[src/rtl/decoder.sv]
// 8b/10b receive decoder: one 10-bit code group in, byte + K flag out with code/disparity error flags.
// Latency: 1 cycle; outputs and running disparity update only on cycles with RxWordValid set.
// Backpressure: none; every valid word is consumed in the cycle it is presented.
module decoder #(
    parameter logic       INIT_RD  = 1'b0,
    parameter logic [7:0] ERR_DATA = 8'h00
) (
    input  logic       BitCLK_10,
    input  logic       Reset,
    input  logic [9:0] RxParallel_10,
    input  logic       RxWordValid,
    output logic [7:0] RxParallel_8,
    output logic       RxDataK,
    output logic       RxValid,
    output logic       CodeErr,
    output logic       DispErr,
    output logic       CommaDet,
    output logic       RunDisp
);

    logic [5:0] sb6;
    logic [3:0] sb4, k4;
    logic [2:0] ones6, ones4;
    logic [4:0] x5;
    logic [2:0] y3;
    logic       ok6, ok4, is_k28, is_kx7;
    logic       x_a7n, x_a7p, x_k7;
    logic       rd_mid, rd_new, code_err, disp_err;

    assign sb6    = RxParallel_10[9:4];
    assign sb4    = RxParallel_10[3:0];
    assign ones6  = 3'($countones(sb6));
    assign ones4  = 3'($countones(sb4));
    assign is_k28 = (sb6 == 6'b001111) || (sb6 == 6'b110000);
    // K28 fghj is carried in the RD- sense after 001111; fold the RD+ form onto it.
    assign k4     = (sb6 == 6'b110000) ? ~sb4 : sb4;

    assign x_a7n = (x5 == 5'd17) || (x5 == 5'd18) || (x5 == 5'd20);
    assign x_a7p = (x5 == 5'd11) || (x5 == 5'd13) || (x5 == 5'd14);
    assign x_k7  = (x5 == 5'd23) || (x5 == 5'd27) || (x5 == 5'd29) || (x5 == 5'd30);

    always_comb begin
        x5  = 5'd0;
        ok6 = 1'b1;
        case (sb6)
            6'b100111, 6'b011000: x5 = 5'd0;
            6'b011101, 6'b100010: x5 = 5'd1;
            6'b101101, 6'b010010: x5 = 5'd2;
            6'b110001:            x5 = 5'd3;
            6'b110101, 6'b001010: x5 = 5'd4;
            6'b101001:            x5 = 5'd5;
            6'b011001:            x5 = 5'd6;
            6'b111000, 6'b000111: x5 = 5'd7;
            6'b111001, 6'b000110: x5 = 5'd8;
            6'b100101:            x5 = 5'd9;
            6'b010101:            x5 = 5'd10;
            6'b110100:            x5 = 5'd11;
            6'b001101:            x5 = 5'd12;
            6'b101100:            x5 = 5'd13;
            6'b011100:            x5 = 5'd14;
            6'b010111, 6'b101000: x5 = 5'd15;
            6'b011011, 6'b100100: x5 = 5'd16;
            6'b100011:            x5 = 5'd17;
            6'b010011:            x5 = 5'd18;
            6'b110010:            x5 = 5'd19;
            6'b001011:            x5 = 5'd20;
            6'b101010:            x5 = 5'd21;
            6'b011010:            x5 = 5'd22;
            6'b111010, 6'b000101: x5 = 5'd23;
            6'b110011, 6'b001100: x5 = 5'd24;
            6'b100110:            x5 = 5'd25;
            6'b010110:            x5 = 5'd26;
            6'b110110, 6'b001001: x5 = 5'd27;
            6'b001110, 6'b001111, 6'b110000: x5 = 5'd28;
            6'b101110, 6'b010001: x5 = 5'd29;
            6'b011110, 6'b100001: x5 = 5'd30;
            6'b101011, 6'b010100: x5 = 5'd31;
            default:              ok6 = 1'b0;
        endcase
    end

    always_comb begin
        y3     = 3'd0;
        ok4    = 1'b1;
        is_kx7 = 1'b0;
        if (is_k28) begin
            case (k4)
                4'b0100: y3 = 3'd0;
                4'b1001: y3 = 3'd1;
                4'b0101: y3 = 3'd2;
                4'b0011: y3 = 3'd3;
                4'b0010: y3 = 3'd4;
                4'b1010: y3 = 3'd5;
                4'b0110: y3 = 3'd6;
                4'b1000: y3 = 3'd7;
                default: ok4 = 1'b0;
            endcase
        end else begin
            case (sb4)
                4'b1011, 4'b0100: y3 = 3'd0;
                4'b1001:          y3 = 3'd1;
                4'b0101:          y3 = 3'd2;
                4'b1100, 4'b0011: y3 = 3'd3;
                4'b1101, 4'b0010: y3 = 3'd4;
                4'b1010:          y3 = 3'd5;
                4'b0110:          y3 = 3'd6;
                4'b1110, 4'b0001, 4'b0111, 4'b1000: y3 = 3'd7;
                default:          ok4 = 1'b0;
            endcase
            // Alternate .7 is reserved for the few x values that would otherwise run-length violate.
            if (sb4 == 4'b0111 || sb4 == 4'b1000) begin
                is_kx7 = x_k7;
                if (!x_k7 && !((sb4 == 4'b0111) ? x_a7n : x_a7p))
                    ok4 = 1'b0;
            end
            if ((sb4 == 4'b1110 && x_a7n) || (sb4 == 4'b0001 && x_a7p))
                ok4 = 1'b0;
        end
    end

    always_comb begin
        rd_mid = RunDisp;
        if (ones6 > 3'd3)
            rd_mid = 1'b1;
        else if (ones6 < 3'd3)
            rd_mid = 1'b0;
        rd_new = rd_mid;
        if (ones4 > 3'd2)
            rd_new = 1'b1;
        else if (ones4 < 3'd2)
            rd_new = 1'b0;
        disp_err = (ones6 == 3'd4 && RunDisp) || (ones6 == 3'd2 && !RunDisp)
                || (sb6 == 6'b111000 && RunDisp) || (sb6 == 6'b000111 && !RunDisp)
                || (ones4 == 3'd3 && rd_mid) || (ones4 == 3'd1 && !rd_mid)
                || (sb4 == 4'b1100 && rd_mid) || (sb4 == 4'b0011 && !rd_mid);
        code_err = !ok6 || !ok4;
    end

    always_ff @(posedge BitCLK_10 or negedge Reset) begin
        if (!Reset) begin
            RxParallel_8 <= 8'h00;
            RxDataK      <= 1'b0;
            RxValid      <= 1'b0;
            CodeErr      <= 1'b0;
            DispErr      <= 1'b0;
            CommaDet     <= 1'b0;
            RunDisp      <= INIT_RD;
        end else begin
            RxValid <= RxWordValid;
            if (RxWordValid) begin
                RxParallel_8 <= code_err ? ERR_DATA : {y3, x5};
                RxDataK      <= !code_err && (is_k28 || is_kx7);
                CommaDet     <= !code_err && is_k28 && (y3 == 3'd1 || y3 == 3'd5 || y3 == 3'd7);
                CodeErr      <= code_err;
                DispErr      <= disp_err;
                RunDisp      <= rd_new;
            end
        end
    end

endmodule

[config.mk]
export PLATFORM = sky130hd
export DESIGN_NAME = decoder
export DESIGN_NICKNAME = d
export VERILOG_FILES = /design/src/rtl/decoder.sv
export SDC_FILE = /design/constraint.sdc
export NUM_CORES = 1
export LEC_CHECK = 0
export ABC_AREA = 1
export CORE_ASPECT_RATIO = 1.4
export CORE_MARGIN = 8
export CORE_UTILIZATION = 40
export DETAILED_ROUTE_END_ITERATION = 16
export HOLD_SLACK_MARGIN = 0.05
export SYNTH_ARGS = -nofsm -noshare
export SYNTH_HDL_FRONTEND = slang
export SYNTH_SLANG_ARGS = --single-unit
[constraint.sdc]
create_clock -name BitCLK_10 -period 1.9 [get_ports BitCLK_10]
set_input_delay 0.19 -clock BitCLK_10 [delete_from_list [all_inputs] [get_ports BitCLK_10]]
set_output_delay 0.19 -clock BitCLK_10 [all_outputs]
set_load 0.02 [all_outputs]
==> flow_summary.toml <==
[layout]
nets = 590
antenna_cells = 0
stdcell_count = 631
syn2layout_area_growth_pct = 59.1
fin_util = 0.646
layout-drive-gt1-share = 0.388

[synth]
synth_area_leaders = "nand2_1 17%, dfrtp_1 14%, nor2_1 12%"
ys_seq_elements = 14
yosys.area.top_type_share = 0.167
synth_common_cells = "110 x nand2_1, 82 x nor2_1, 49 x inv_1, 48 x nand3_1, 17 x nor2_2"
synth_xor_area_frac = 0.0142
post_synth.cell_area_avg_um2 = 5.77
synth_edf_count = 0
ys_async_sr_fraction = 1.00
yosys_warnings = 0
syn_nets = 458
synthAdderAreaFrac = 0.0983
synth.distinct_cells = 38
yosysMostFrequentCell = "nand2_1"
syn_inst = 428
synth_top_family_by_area = "simple AND/OR/NAND/NOR gates"
yosysTopAreaCell = "nand2_1"
yosysSeqAreaShare = 0.142
synth_top_flop_cell = "dfrtp_1"
synthMuxAreaShare = 0
syn_area_um2 = 2470
synth_simple_gate_area_frac = 0.547
synth_compound_area_frac = 0.0856

[critical_path]
crit_top_cell = "fa_1"
critPathCaptureType = "flip-flop"
crit_slowest_cell = "fa_1"
cp_max_fo = 3
start_kind = "input pin"
crit_chain = "buf_8 > fa_1 > inv_2 > fa_1 > inv_1 > ha_2 > fa_1 > nand3_2 > nand2_2 > inv_2 > nand2_2 > nand3_2 > o21bai_1 > a31oi_1"
worstSetupPathType = "input pin to flip-flop"
max_stage_delay_ps = 560
worstPathArrival_ps = 2750
critPathRequiredTime_ps = 2070

[flow_run]
maxCapViolCount = 0

[clock_tree]
cts.sinks = 14
root_buffer = "clkbuf_8"
hold_buffers = 0
clock_latency_ps = 250
h-tree-depth = 1
clockBufferDepth = 2
cts_tree = "built"
cts_buffers = 3
clk_pin_slew_ps = 60

[sta]
whs_ps = 348
worst_pin_slew_ps = 664
max_freq_mhz = 387
fin_skew_ps = 0.0420
period_share = 1.36
tns_ps = -4590
relSlewSlack = 0.556
rsz0062_at_grt = "true"
finalSetupViolCount = 13
finalHoldViolCount = 0
layout_setup_ws_ps = -684
period_minus_slack_ps = 2580
slew_viol_final = 0

[drt]
drtPass1Iterations = 4
ant_nets = 0
avgViaCountPerCell = 5.00
wl_um = 8580
routedWlPerCell_um = 13.6
drtIter0Drc = 119
remaining_drc_errors = 0
vias = 3153

[placement]
place_congestion = 0.956
dp.cells = 619
port_buffers = 26
dp_hpwl_um = 7010

[floorplanning]
std_cell_rows = 34
ios = 27
floorplan.core_area_um2 = 6080
initial_core_util = 0.406
die_area_um2 = 8980
die_width_um = 82.4
die_h_um = 109

[pwr]
p_switching_uw = 658
swShare = 0.403
seqPwrFrac = 0.220
clkPwrFrac = 0.182
p_int_uw = 974
ir_worst_vdd_v = 0.000261
power.density_nw_per_um2 = 415
fin_total_pwr_uw = 1630
power.leakage_uw = 0.00214
p_comb_frac = 0.598

[global_routing]
grtUsageTotal = 0.195
grt_overflow = 0
grt_max_degree = 15
grt_pass1_vias = 3122
antenna_found_initial = 0
grt_pass1_wl_um = 14000

[outcome]
status = "finished with violations"
violations = "setup timing"

[worst_hold_path]
hold_class = "input pin to async pin"
-- worst paths after layout --
kind                             startpoint              end  slack, ps  cells after the start
setup reg to reg                    RunDisp          DispErr        730                      7
min in group BitCLK_10              CodeErr          CodeErr        470                      2
max in group asynchronous             Reset  RxParallel_8[7]       1130                      1
setup / recovery           RxParallel_10[7]          DispErr       -680                     14
hold reg to reg                     CodeErr          CodeErr        470                      2
hold / removal                        Reset          RxValid        350                      1
-- metal layers --
layer / wire, um / track usage / up-vias / share of wire
li1: - / - / 1614 / -
met1: 3150 / 0.203 / 1394 / 0.37
met2: 4560 / 0.367 / 100 / 0.53
met3: 345 / 0.0149 / 45 / 0.040
met4: 518 / 0.107 / 0 / 0.060
met5: 0 / 0 / - / 0
-- logic make-up after synthesis --
group                      Yosys count
and+or+nand+nor                    293
adders and majority gates           17
DFF                                 14
xor gates and xnor gates             4
buffers and inverters               69
AOI/OAI and AO/OA                   31
-- power by group through the flow --
stage | Combinational (uW) | Sequential, uW | Clock [uW]
4_1_cts | 926 | 358 | 300
3_5_place_dp | 886 | 363 | 0
5_1_grt | 1070 | 363 | 315
6_report | 977 | 359 | 297
3_3_place_gp | 870 | 361 | 0
2_1_floorplan | 441 | 406 | 0
-- placed cells by master, fill, tap and decap left out, types with 2 or more instances in the layout --
cell type | netlist | final
a21oi_1 | 9 | 8
a31oi_1 | 3 | 3
buf_12 | 0 | 3
buf_4 | 1 | 103
buf_6 | 2 | 3
clkbuf_8 | 0 | 4
clkdlybuf4s50_1 | 0 | 20
clkinv_1 | 2 | 2
dfrtp_1 | 14 | 14
fa_1 | 4 | 4
ha_1 | 13 | 8
ha_2 | 0 | 2
ha_4 | 0 | 3
inv_1 | 49 | 42
inv_2 | 8 | 11
inv_4 | 0 | 3
nand2_1 | 110 | 106
nand2_2 | 6 | 9
nand2_4 | 3 | 5
nand3_1 | 48 | 39
nand3_2 | 5 | 13
nand4_1 | 12 | 12
nor2_1 | 82 | 66
nor2_2 | 17 | 29
nor2_4 | 5 | 10
nor3_1 | 2 | 2
o21ai_0 | 7 | 5
o21ai_1 | 1 | 2
o21ai_2 | 2 | 3
o22ai_1 | 2 | 2
xor2_2 | 0 | 3
-- per-stage QoR --
stage	setup slack [ps]	area, um2
2_1_floorplan	-697	2580
3_3_place_gp	-1220	3640
3_5_place_dp	-1310	3640
4_1_cts	-743	3790
5_1_grt	-797	3930
6_report	-684	3930
-- final cells by class --
type | count | area (um2)
Clock buffer | 4 | 55.1
Inverter | 60 | 246
Timing Repair Buffer | 134 | 1110
Multi-Input combinational cell | 347 | 2080
Fill cell | 564 | 2150
Sequential cell | 14 | 350
Tap cell | 72 | 90.1
-- registers in the layout, indices dropped and copies added, names as in the netlist --
register,count
RxValid,1
RxDataK,1
DispErr,1
CommaDet,1
RxParallel_8,8
CodeErr,1
RunDisp,1
-- worst max-delay path: cells and delay by family --
kind	cells	cell delay (ps)
compound gates	2	320
fa+ha+maj	4	1720
buf+inv	4	230
simple gates	4	290
-- timing repair --
action / in CTS / in global routing
buffers inserted: 3 / 3
cloned: 1 / 1
endpoints found under the setup margin: 13 / 13
gates resized for setup: 35 / 33
pin swaps: 13 / 14
Power figures use the tool's default switching activity.
